`config.mk`:
```
export PLATFORM = sky130hd
export DESIGN_NAME = mult_div_unit
export DESIGN_NICKNAME = d
export VERILOG_FILES = /design/src/rtl/mult_div_pkg.sv /design/src/rtl/mdu_sign_fix.sv /design/src/rtl/mult_div_unit.sv
export SDC_FILE = /design/constraint.sdc
export NUM_CORES = 1
export LEC_CHECK = 0
export ABC_AREA = 1
export BUFFER_PORTS_ARGS = -buffer_cell sky130_fd_sc_hd__buf_2
export CAP_MARGIN = 20
export CORE_MARGIN = 1
export CORE_UTILIZATION = 57
export CTS_CLUSTER_SIZE = 30
export DETAILED_ROUTE_END_ITERATION = 8
export PLACE_DENSITY = 0.79
export SLEW_MARGIN = 25
export SYNTH_ARGS = -nofsm -noshare
export SYNTH_HDL_FRONTEND = slang
export SYNTH_SLANG_ARGS = --single-unit
```
`constraint.sdc`:
```
create_clock -name clk -period 6.9 [get_ports clk]
set_input_delay 1.38 -clock clk [delete_from_list [all_inputs] [get_ports clk]]
set_output_delay 1.38 -clock clk [all_outputs]
set_load 0.01 [all_outputs]
```
`src/rtl/mult_div_pkg.sv`:
```
// Shared definitions for the iterative multiply/divide unit: default operand
// width, iteration count, FSM state encoding and operation-type encoding.
package mult_div_pkg;

  localparam int unsigned WIDTH_DEFAULT = 32;
  localparam int unsigned ITER_COUNT    = WIDTH_DEFAULT;

  typedef enum logic [1:0] {
    IDLE = 2'd0,
    RUN  = 2'd1,
    DONE = 2'd2
  } state_e;

  typedef enum logic {
    OP_MULT = 1'b0,
    OP_DIV  = 1'b1
  } op_e;

endpackage

```
`src/rtl/mdu_sign_fix.sv`:
```
// Combinational sign fixup for the multiply/divide unit.
// Ports:
//   raw_i    - unsigned 2*WIDTH result of the magnitude datapath
//              (multiply: product; divide: {remainder, quotient})
//   op_i     - operation type (OP_MULT / OP_DIV)
//   sign_a_i - sign of the original a operand
//   sign_b_i - sign of the original b operand
//   dz_i     - divide with a zero divisor
//   hi_o     - final HI (product upper half / signed remainder / a on div-by-0)
//   lo_o     - final LO (product lower half / signed quotient / all ones on div-by-0)
module mdu_sign_fix
  import mult_div_pkg::*;
#(
  parameter int unsigned WIDTH = WIDTH_DEFAULT
) (
  input  logic [2*WIDTH-1:0] raw_i,
  input  logic               op_i,
  input  logic               sign_a_i,
  input  logic               sign_b_i,
  input  logic               dz_i,
  output logic [WIDTH-1:0]   hi_o,
  output logic [WIDTH-1:0]   lo_o
);

  logic [WIDTH-1:0] rem;
  logic [WIDTH-1:0] quo;

  always_comb begin
    rem  = raw_i[2*WIDTH-1:WIDTH];
    quo  = raw_i[WIDTH-1:0];
    hi_o = rem;
    lo_o = quo;
    if (op_i == OP_MULT) begin
      if (sign_a_i ^ sign_b_i) begin
        {hi_o, lo_o} = -raw_i;
      end
    end else begin
      // With a zero divisor every trial subtract succeeds, so the remainder
      // path collects |a| unchanged; re-signing it restores the original a.
      hi_o = sign_a_i ? -rem : rem;
      lo_o = (sign_a_i ^ sign_b_i) ? -quo : quo;
      if (dz_i) begin
        lo_o = '1;
      end
    end
  end

endmodule

```
`src/rtl/mult_div_unit.sv`:
```
// Iterative signed multiply/divide unit with fixed 33-cycle start-to-done
// latency. Both operations share one 64-bit left-shifting accumulator.
// Ports:
//   clk        - system clock, rising edge
//   reset      - asynchronous active-high reset
//   mult_start - one-cycle pulse, start signed a * b
//   div_start  - one-cycle pulse, start signed a / b (multiply wins if both)
//   a, b       - operands, sampled only on an accepted start
//   hi_out     - product upper half or remainder
//   lo_out     - product lower half or quotient
//   mult_done  - one-cycle pulse, multiply result valid
//   div_done   - one-cycle pulse, divide result valid
//   busy       - high from the cycle after an accepted start through done
//   div_zero   - set with div_done for a zero divisor, held until next start
module mult_div_unit
  import mult_div_pkg::*;
#(
  parameter int unsigned WIDTH = WIDTH_DEFAULT
) (
  input  logic             clk,
  input  logic             reset,
  input  logic             mult_start,
  input  logic             div_start,
  input  logic [WIDTH-1:0] a,
  input  logic [WIDTH-1:0] b,
  output logic [WIDTH-1:0] hi_out,
  output logic [WIDTH-1:0] lo_out,
  output logic             mult_done,
  output logic             div_done,
  output logic             busy,
  output logic             div_zero
);

  localparam int unsigned CW = $clog2(WIDTH);
  localparam logic [CW-1:0] LAST = CW'(WIDTH - 1);

  state_e             state_q;
  op_e                op_q;
  logic [WIDTH-1:0]   src_q;   // bit source, consumed MSB first
  logic [WIDTH-1:0]   oth_q;   // addend (multiply) or divisor (divide)
  logic               sign_a_q;
  logic               sign_b_q;
  logic               dz_q;
  logic [CW-1:0]      cnt_q;
  logic [2*WIDTH-1:0] acc_q;
  logic [2*WIDTH-1:0] acc_d;

  logic [WIDTH-1:0]   abs_a;
  logic [WIDTH-1:0]   abs_b;
  logic [2*WIDTH-1:0] shifted;
  logic [WIDTH:0]     trial;
  logic [WIDTH-1:0]   fix_hi;
  logic [WIDTH-1:0]   fix_lo;

  assign abs_a = a[WIDTH-1] ? -a : a;
  assign abs_b = b[WIDTH-1] ? -b : b;

  // Multiply: acc = 2*acc + (bit ? |a| : 0), multiplier bits MSB first.
  // Divide: acc = {rem, quo}; the next dividend bit enters at the remainder
  // LSB (the displaced acc[WIDTH-1] is always a not-yet-used zero), then a
  // trial subtract of |b| decides the new quotient bit.
  always_comb begin
    shifted = {acc_q[2*WIDTH-2:0], 1'b0};
    if (op_q == OP_DIV) begin
      shifted[WIDTH] = src_q[WIDTH-1];
    end
    trial = {1'b0, shifted[2*WIDTH-1:WIDTH]} - {1'b0, oth_q};
    acc_d = shifted;
    if (op_q == OP_MULT) begin
      if (src_q[WIDTH-1]) begin
        acc_d = shifted + {{WIDTH{1'b0}}, oth_q};
      end
    end else if (!trial[WIDTH]) begin
      acc_d = {trial[WIDTH-1:0], shifted[WIDTH-1:1], 1'b1};
    end
  end

  mdu_sign_fix #(
    .WIDTH(WIDTH)
  ) u_sign_fix (
    .raw_i   (acc_d),
    .op_i    (op_q),
    .sign_a_i(sign_a_q),
    .sign_b_i(sign_b_q),
    .dz_i    (dz_q),
    .hi_o    (fix_hi),
    .lo_o    (fix_lo)
  );

  always_ff @(posedge clk or posedge reset) begin
    if (reset) begin
      state_q   <= IDLE;
      op_q      <= OP_MULT;
      src_q     <= '0;
      oth_q     <= '0;
      sign_a_q  <= 1'b0;
      sign_b_q  <= 1'b0;
      dz_q      <= 1'b0;
      cnt_q     <= '0;
      acc_q     <= '0;
      hi_out    <= '0;
      lo_out    <= '0;
      mult_done <= 1'b0;
      div_done  <= 1'b0;
      busy      <= 1'b0;
      div_zero  <= 1'b0;
    end else begin
      mult_done <= 1'b0;
      div_done  <= 1'b0;
      case (state_q)
        IDLE: begin
          if (mult_start || div_start) begin
            op_q     <= mult_start ? OP_MULT : OP_DIV;
            src_q    <= mult_start ? abs_b : abs_a;
            oth_q    <= mult_start ? abs_a : abs_b;
            sign_a_q <= a[WIDTH-1];
            sign_b_q <= b[WIDTH-1];
            dz_q     <= !mult_start && (b == '0);
            acc_q    <= '0;
            cnt_q    <= '0;
            busy     <= 1'b1;
            div_zero <= 1'b0;
            state_q  <= RUN;
          end
        end
        RUN: begin
          acc_q <= acc_d;
          src_q <= {src_q[WIDTH-2:0], 1'b0};
          cnt_q <= cnt_q + CW'(1);
          if (cnt_q == LAST) begin
            hi_out    <= fix_hi;
            lo_out    <= fix_lo;
            mult_done <= (op_q == OP_MULT);
            div_done  <= (op_q == OP_DIV);
            div_zero  <= dz_q;
            state_q   <= DONE;
          end
        end
        DONE: begin
          busy    <= 1'b0;
          state_q <= IDLE;
        end
        default: state_q <= IDLE;
      endcase
    end
  end

endmodule

```
Word-level counts from Yosys, hierarchy flattened
Index checks and enable logic that the tools add are counted.
{"block": "classes", "add_sub_neg": 8, "eq_ne": 5, "mux": 34, "bitwise": 2, "reduce_logical": 13}
{"operator": "$mux 32", "count": 12}
{"operator": "$mux 64", "count": 3}
{"operator": "$neg 32->32", "count": 4}
{"operator": "$pmux 63 s2", "count": 1}
{"operator": "$add 64x32->64", "count": 1}
{"operator": "$neg 64->64", "count": 1}
{"operator": "$pmux 32 s2", "count": 1}
{"operator": "$mux 63", "count": 1}
{"operator": "$sub 32x32->33", "count": 1}
{"operator": "$logic_not 32->1", "count": 1}
{"operator": "$pmux 5 s2", "count": 1}
{"operator": "$reduce_and 2->1", "count": 5}
{"operator": "$mux 1", "count": 9}
{"operator": "$add 5x1->5 const B", "count": 1}
{"operator": "$eq 5x5->1 const B", "count": 1}
{"operator": "$mux 5", "count": 1}
{"operator": "$mux 2", "count": 2}
{"operator": "$ne 2x2->1 const B", "count": 2}
{"operator": "$pmux 1 s2", "count": 2}
{"operator": "$pmux 2 s2", "count": 1}
{"operator": "$reduce_bool 2->1", "count": 2}
{"operator": "$reduce_and 3->1", "count": 1}
{"operator": "$eq 2x1->1 const B", "count": 1}
{"operator": "$eq 2x2->1 const B", "count": 1}
{"operator": "6 further kinds", "count": 6}
{"block": "word_totals", "ff_bits": 206, "in_bits": 68, "output_inout_bits": 68, "wordCells": 77}

Depth between registers and ports, before layout
{"block": "logic_depth", "ltp_word": 8, "ltp_mapped": 37, "mapped_depth_nobuf": 36}

Modules after synthesis
A second synthesis with hierarchy kept.
{"block": "unflattened", "cells_unflattened": 3266, "area_unflattened_um2": 19478.7}
{"module": "mult_div_unit", "instances": 1, "cells_per_inst": 2670, "area_each_um2": 16786.1, "seq_area_each_um2": 5154.9}
{"module": "mdu_sign_fix", "instances": 1, "cells_per_inst": 596, "area_each_um2": 2692.6, "seq_area_each_um2": 0.0}

Worst setup path before layout
No wires, ideal clock.
{"block": "synth_path", "path_type": "reg-to-reg", "from": "register op_q", "to": "register hi_out[20]", "setup_time_ps": 117, "arrival_ps": 3689, "t_required_ps": 6783, "path_slack_ps": 3094, "stages_incl_launch_ff": 35, "path_buffers": 1, "synth_period_minus_slack_ps": 3806, "cell_sequence": "dfrtp_1 > buf_4 > nand2_1 > nand2_4 > inv_1 > ha_1 > fa_1 > inv_1 > nand3_1 > nand2_2 > nand2_2 > nand3_2 > nand2_2 > nand2_2 > nand2_4 > nand3_1 > nand2_1 > ha_1 > inv_1 > nor3_2 > nand2_1 > nor2_1 > nand3_1 > nor2_2 > nand2_1 > nor2_2 > nand2_1 > nor2_2 > nand3_2 > o21ai_2 > nand3_1 > nand2_1 > nand2_1 > nand3_1 > nand2_1"}
{"block": "synth_between", "elab_chain_cells": 7, "word_cells_on_any_way": 11, "cone_classes": "add/sub (4); mux (7)"}
{"item": "start: declaration", "line_no": "mult_div_unit.sv:38", "rtl": "op_e op_q;"}
{"item": "start signal: assignment", "line_no": "mult_div_unit.sv:113", "rtl": "op_q <= mult_start ? OP_MULT : OP_DIV;"}
{"item": "$mux 1", "line_no": "mult_div_unit.sv:64", "rtl": "if (op_q == OP_DIV) begin"}
{"item": "$add 64x32->64 / $sub 32x32->33 (equally long branches)", "line_no": "mult_div_unit.sv:71, mult_div_unit.sv:67"}
{"item": "$mux 64 (on tied branches)", "line_no": "mult_div_unit.sv:70, mult_div_unit.sv:73"}
{"item": "$mux 64", "line_no": "mult_div_unit.sv:69", "rtl": "if (op_q == OP_MULT) begin"}
{"item": "$neg 64->64 / $neg 32->32 (equally long branches)", "line_no": "mdu_sign_fix.sv:35, mdu_sign_fix.sv:40"}
{"item": "$mux 32 (on tied branches)", "line_no": "mdu_sign_fix.sv:34, mdu_sign_fix.sv:40"}
{"item": "$mux 32 *", "line_no": "mdu_sign_fix.sv:33", "rtl": "if (op_i == OP_MULT) begin"}
{"item": "end signal: assignment", "line_no": "mult_div_unit.sv:131", "rtl": "hi_out <= fix_hi;"}
{"item": "end: declaration", "line_no": "mult_div_unit.sv:26", "rtl": "output logic [WIDTH-1:0] hi_out,"}
Every way passes the cells marked *; elsewhere a longest branch is shown, timed or not.
A chain may end at the register's enable or synchronous reset.

Final worst setup path
{"block": "layout_path", "from": "register src_q[31]", "to": "register hi_out[12]"}
{"block": "layout_between", "elab_chain_cells": 7, "word_cells_on_any_way": 11, "cone_classes": "add/sub (4); mux (7)"}
{"item": "start: declaration", "line_no": "mult_div_unit.sv:39", "rtl": "logic [WIDTH-1:0] src_q;"}
{"item": "start signal: assignment", "line_no": "mult_div_unit.sv:114", "rtl": "src_q <= mult_start ? abs_b : abs_a;"}
{"item": "start signal: assignment", "line_no": "mult_div_unit.sv:128", "rtl": "src_q <= {src_q[WIDTH-2:0], 1'b0};"}
{"item": "$mux 1", "line_no": "mult_div_unit.sv:64"}
{"item": "$add 64x32->64 / $sub 32x32->33 (equally long branches)", "line_no": "mult_div_unit.sv:71, mult_div_unit.sv:67"}
{"item": "$mux 64 (on tied branches)", "line_no": "mult_div_unit.sv:70, mult_div_unit.sv:73"}
{"item": "$mux 64 *", "line_no": "mult_div_unit.sv:69"}
{"item": "$neg 64->64 / $neg 32->32 (equally long branches)", "line_no": "mdu_sign_fix.sv:35, mdu_sign_fix.sv:40"}
{"item": "$mux 32 (on tied branches)", "line_no": "mdu_sign_fix.sv:34, mdu_sign_fix.sv:40"}
{"item": "$mux 32 *", "line_no": "mdu_sign_fix.sv:33"}
Marked as above.

==> impl_metrics.py <==
metrics = {
    "run_status": {
        "run_status": "finished clean",
    },
    "finish": {
        "final_util_pct": 63.1,
        "nNetsFinal": 3392,
        "instances_no_fill": 3718,
        "fillers": 3156,
        "areaGrowthSynthToFinish_pct": 8.96,
        "drive_gt1_share_pct": 9.76,
    },
    "setup_path": {
        "critPathMaxFanout": 47,
        "slowest_stage": "nand2_4",
        "critPathMostFrequentCell": "nand2_2",
        "cp_slowest_stage_delay_ns": 0.46,
        "arrival_ns": 5.53,
        "critPathRequiredTime_ns": 7.31,
        "critPathKind": "flip-flop to flip-flop",
        "start_kind": "flip-flop",
        "endpoint_kind": "flip-flop",
    },
    "yosys": {
        "ys_ff_latch": 206,
        "synth-edff-count": 0,
        "yosysTopAreaCellShare_pct": 26.5,
        "syn_inst": 3169,
        "synthAdderAreaFrac_pct": 4.65,
        "yosysSeqAreaShare_pct": 26.5,
        "synth_fp_nets": 3308,
        "ys_warn_count": 0,
        "synth_compound_area_share_pct": 13.8,
        "syn_avg_cell_area_sq_um": 6.13,
        "synthFlopType": "dfrtp_1",
        "synth_simple_gate_area_share_pct": 39.5,
        "synth_top_family_by_area": "simple AND/OR/NAND/NOR gates",
        "synth.distinct_cells": 60,
        "synth_area_leaders": "dfrtp_1 (27%), nand2_1 (20%), inv_1 (8.9%), nand3_1 (7.4%), nor2_1 (5.0%)",
        "muxShareOfSynthArea_pct": 0,
        "synth_xor_area_share_pct": 4.06,
        "synth_top_area_cell": "dfrtp_1",
        "synth_area_sq_um": 19400,
        "synthArstFlopShare_pct": 100,
    },
    "timing": {
        "slew-limit-headroom_pct": 29.2,
        "fin_tns_setup_ns": 0,
        "timing.fmax_mhz": 196,
        "finalCriticalPeriod_ns": 5.11,
        "clock_skew_ns": 0.0103,
        "hold_viol_final": 0,
        "rsz0062_at_grt": "false",
        "setup_viol": 0,
        "maxSlewViolCount": 0,
        "worstMarginPinSlew_ns": 1.06,
        "hold_ws_ns": 0.482,
        "finalCritPeriodShare_pct": 74.1,
    },
    "die": {
        "dieArea_sq_um": 34800,
        "pin_count": 136,
        "die_w_microns": 187,
        "core_sq_um": 33500,
        "rows": 67,
        "die_h_microns": 187,
        "start_util_pct": 58.0,
    },
    "clocking": {
        "cts.clk_slew.worst_paths_ns": 0.06,
        "clk_latency_ns": 0.55,
        "numCtsBuffers": 23,
        "cts.sinks": 206,
        "cts_resized": 0,
        "cts_hold_buf": 0,
        "clockBufferDepth": 3,
        "htreeDepth": 1,
        "root_buffer": "clkbuf_16",
        "postCtsSetupBuffers": 0,
        "cts_tree": "done",
    },
    "route": {
        "via_per_inst": 6.02,
        "ant_nets": 0,
        "routed_wl_mm": 75.6,
        "firstDrtPassIters": 7,
        "wl_per_cell_microns": 20.3,
        "drtIter0Drc": 2828,
        "via_count": 22393,
        "drc": 0,
    },
    "place": {
        "place_hpwl_mm": 59.0,
        "globalplace.congestion": 1.05,
        "io_buffers": 135,
        "dp.cells": 3676,
    },
    "global_route": {
        "grt_use_total_pct": 42.7,
        "grt_pass1_wl_mm": 117,
        "grt_max_degree": 132,
        "grt_pass1_vias": 20692,
        "antenna_found_initial": 4,
        "gr-total-overflow": 0,
    },
    "flow_run": {
        "drv_cap": 0,
    },
    "hold_path": {
        "hold_class": "flip-flop to flip-flop",
    },
}
cell families after synthesis:
group / count (synthesis)
AOI/OAI and AO/OA: 440
xor gates and xnor gates: 90
adders and majority gates: 71
buffers and inverters: 566
DFF: 206
and+or+nand+nor: 1796
layout by cell type, fill, tap and decap left out, types with 5 or more instances in the layout:
cell type  instances
o211ai_2           5
nand3_2            8
o21bai_1          16
nand3_1          287
a21oi_1           92
a21oi_2            9
nor2_2            19
a221oi_1           6
o21ai_0          142
nand2_2           35
nor3_2             6
or2_2              5
xnor2_1           26
o211ai_1          13
nand4_1           39
ha_1              69
nor2_1           258
inv_2             13
o21ai_2           11
dfrtp_1          205
a221o_1            5
inv_1            457
clkbuf_16         23
o21ai_1           23
nand3b_1          15
nand2_4            6
a22oi_1            7
buf_2            135
nand2_1         1059
nor4_1             7
o22ai_1           71
xor2_1            64
nor3_1            37
o221ai_1          13
buf_4             14
nor2_4             8
a21o_1             5
a2bb2oi_1          5
cell type report:
class / count / area, sq um / area share, %
clock buffers: 31 / 646 / 3.05
clock inverters: 9 / 146 / 0.691
flip-flops and latches: 206 / 5160 / 24.4
multi-input cells: 2397 / 12100 / 57.0
well taps: 448 / 561 / 2.65
diodes: 2 / 5.00 / 0.0236
repair buffers: 150 / 801 / 3.78
inverters: 475 / 1790 / 8.47
worst paths after layout:
kind	start	endpoint	slack, ns	cells past startpoint
max	src_q[31]	hi_out[12]	1.79	28
min	hi_out[5]	hi_out[5]	0.48	2
max reg2reg	src_q[31]	hi_out[12]	1.79	28
min reg2reg	hi_out[5]	hi_out[5]	0.48	2
max in group asynchronous	reset	op_q	4.81	3
min in group asynchronous	reset	acc_q[18]	0.90	2
layer usage:
| layer | global-route usage, % | wire [microns] | up-vias |
|---|---|---|---|
| met4 | 14.1 | 2540 | 2 |
| met1 | 61.5 | 31600 | 10314 |
| met3 | 10.2 | 10400 | 190 |
| met5 | 0 | 9 | - |
| li1 | - | - | 10354 |
| met2 | 62.7 | 31100 | 1533 |
cells in the mapped netlist, types with 15 or more instances:
cell      instances
nor3_1           37
o21ai_0         142
ha_1             69
xor2_1           64
o21bai_1         16
nor2_1          261
nand2_1        1060
o22ai_1          71
nand3b_1         15
o21ai_1          23
nand3_1         287
nand2_2          34
clkbuf_1         63
dfrtp_1         206
xnor2_1          26
inv_1           459
nand4_1          39
nor2_2           17
a21oi_1          92
critical path, delay by kind of cell, from the launching register on:
family                   cells  cell delay, ns
AO/OA/AOI/OAI                1            0.09
XOR/XNOR                     1            0.29
adder cells (fa/ha/maj)      3            0.88
buffers and inverters        5            1.04
flip-flops                   1            0.32
AND/OR/NAND/NOR             18            2.33
sequential cells by signal (all words and copies together), names as in the netlist:
register	count
acc_q	63
div_zero	1
dz_q	1
mult_done	1
oth_q	32
op_q	1
sign_b_q	1
hi_out	32
div_done	1
cnt_q	5
lo_out	32
state_q	2
busy	1
src_q	32
sign_a_q	1
through the flow:
step                      cell area, sq um  setup WS (ns)
after CTS                            21200           1.91
after global placement               20400           2.07
after floorplan                      19400           2.85
final                                21200           1.79
after detailed placement             20400           1.93
after global routing                 21200           1.32
Power is left out: the tool's default activity adds up to more than one toggle a clock period on the data nets, which glitch-free logic cannot reach.
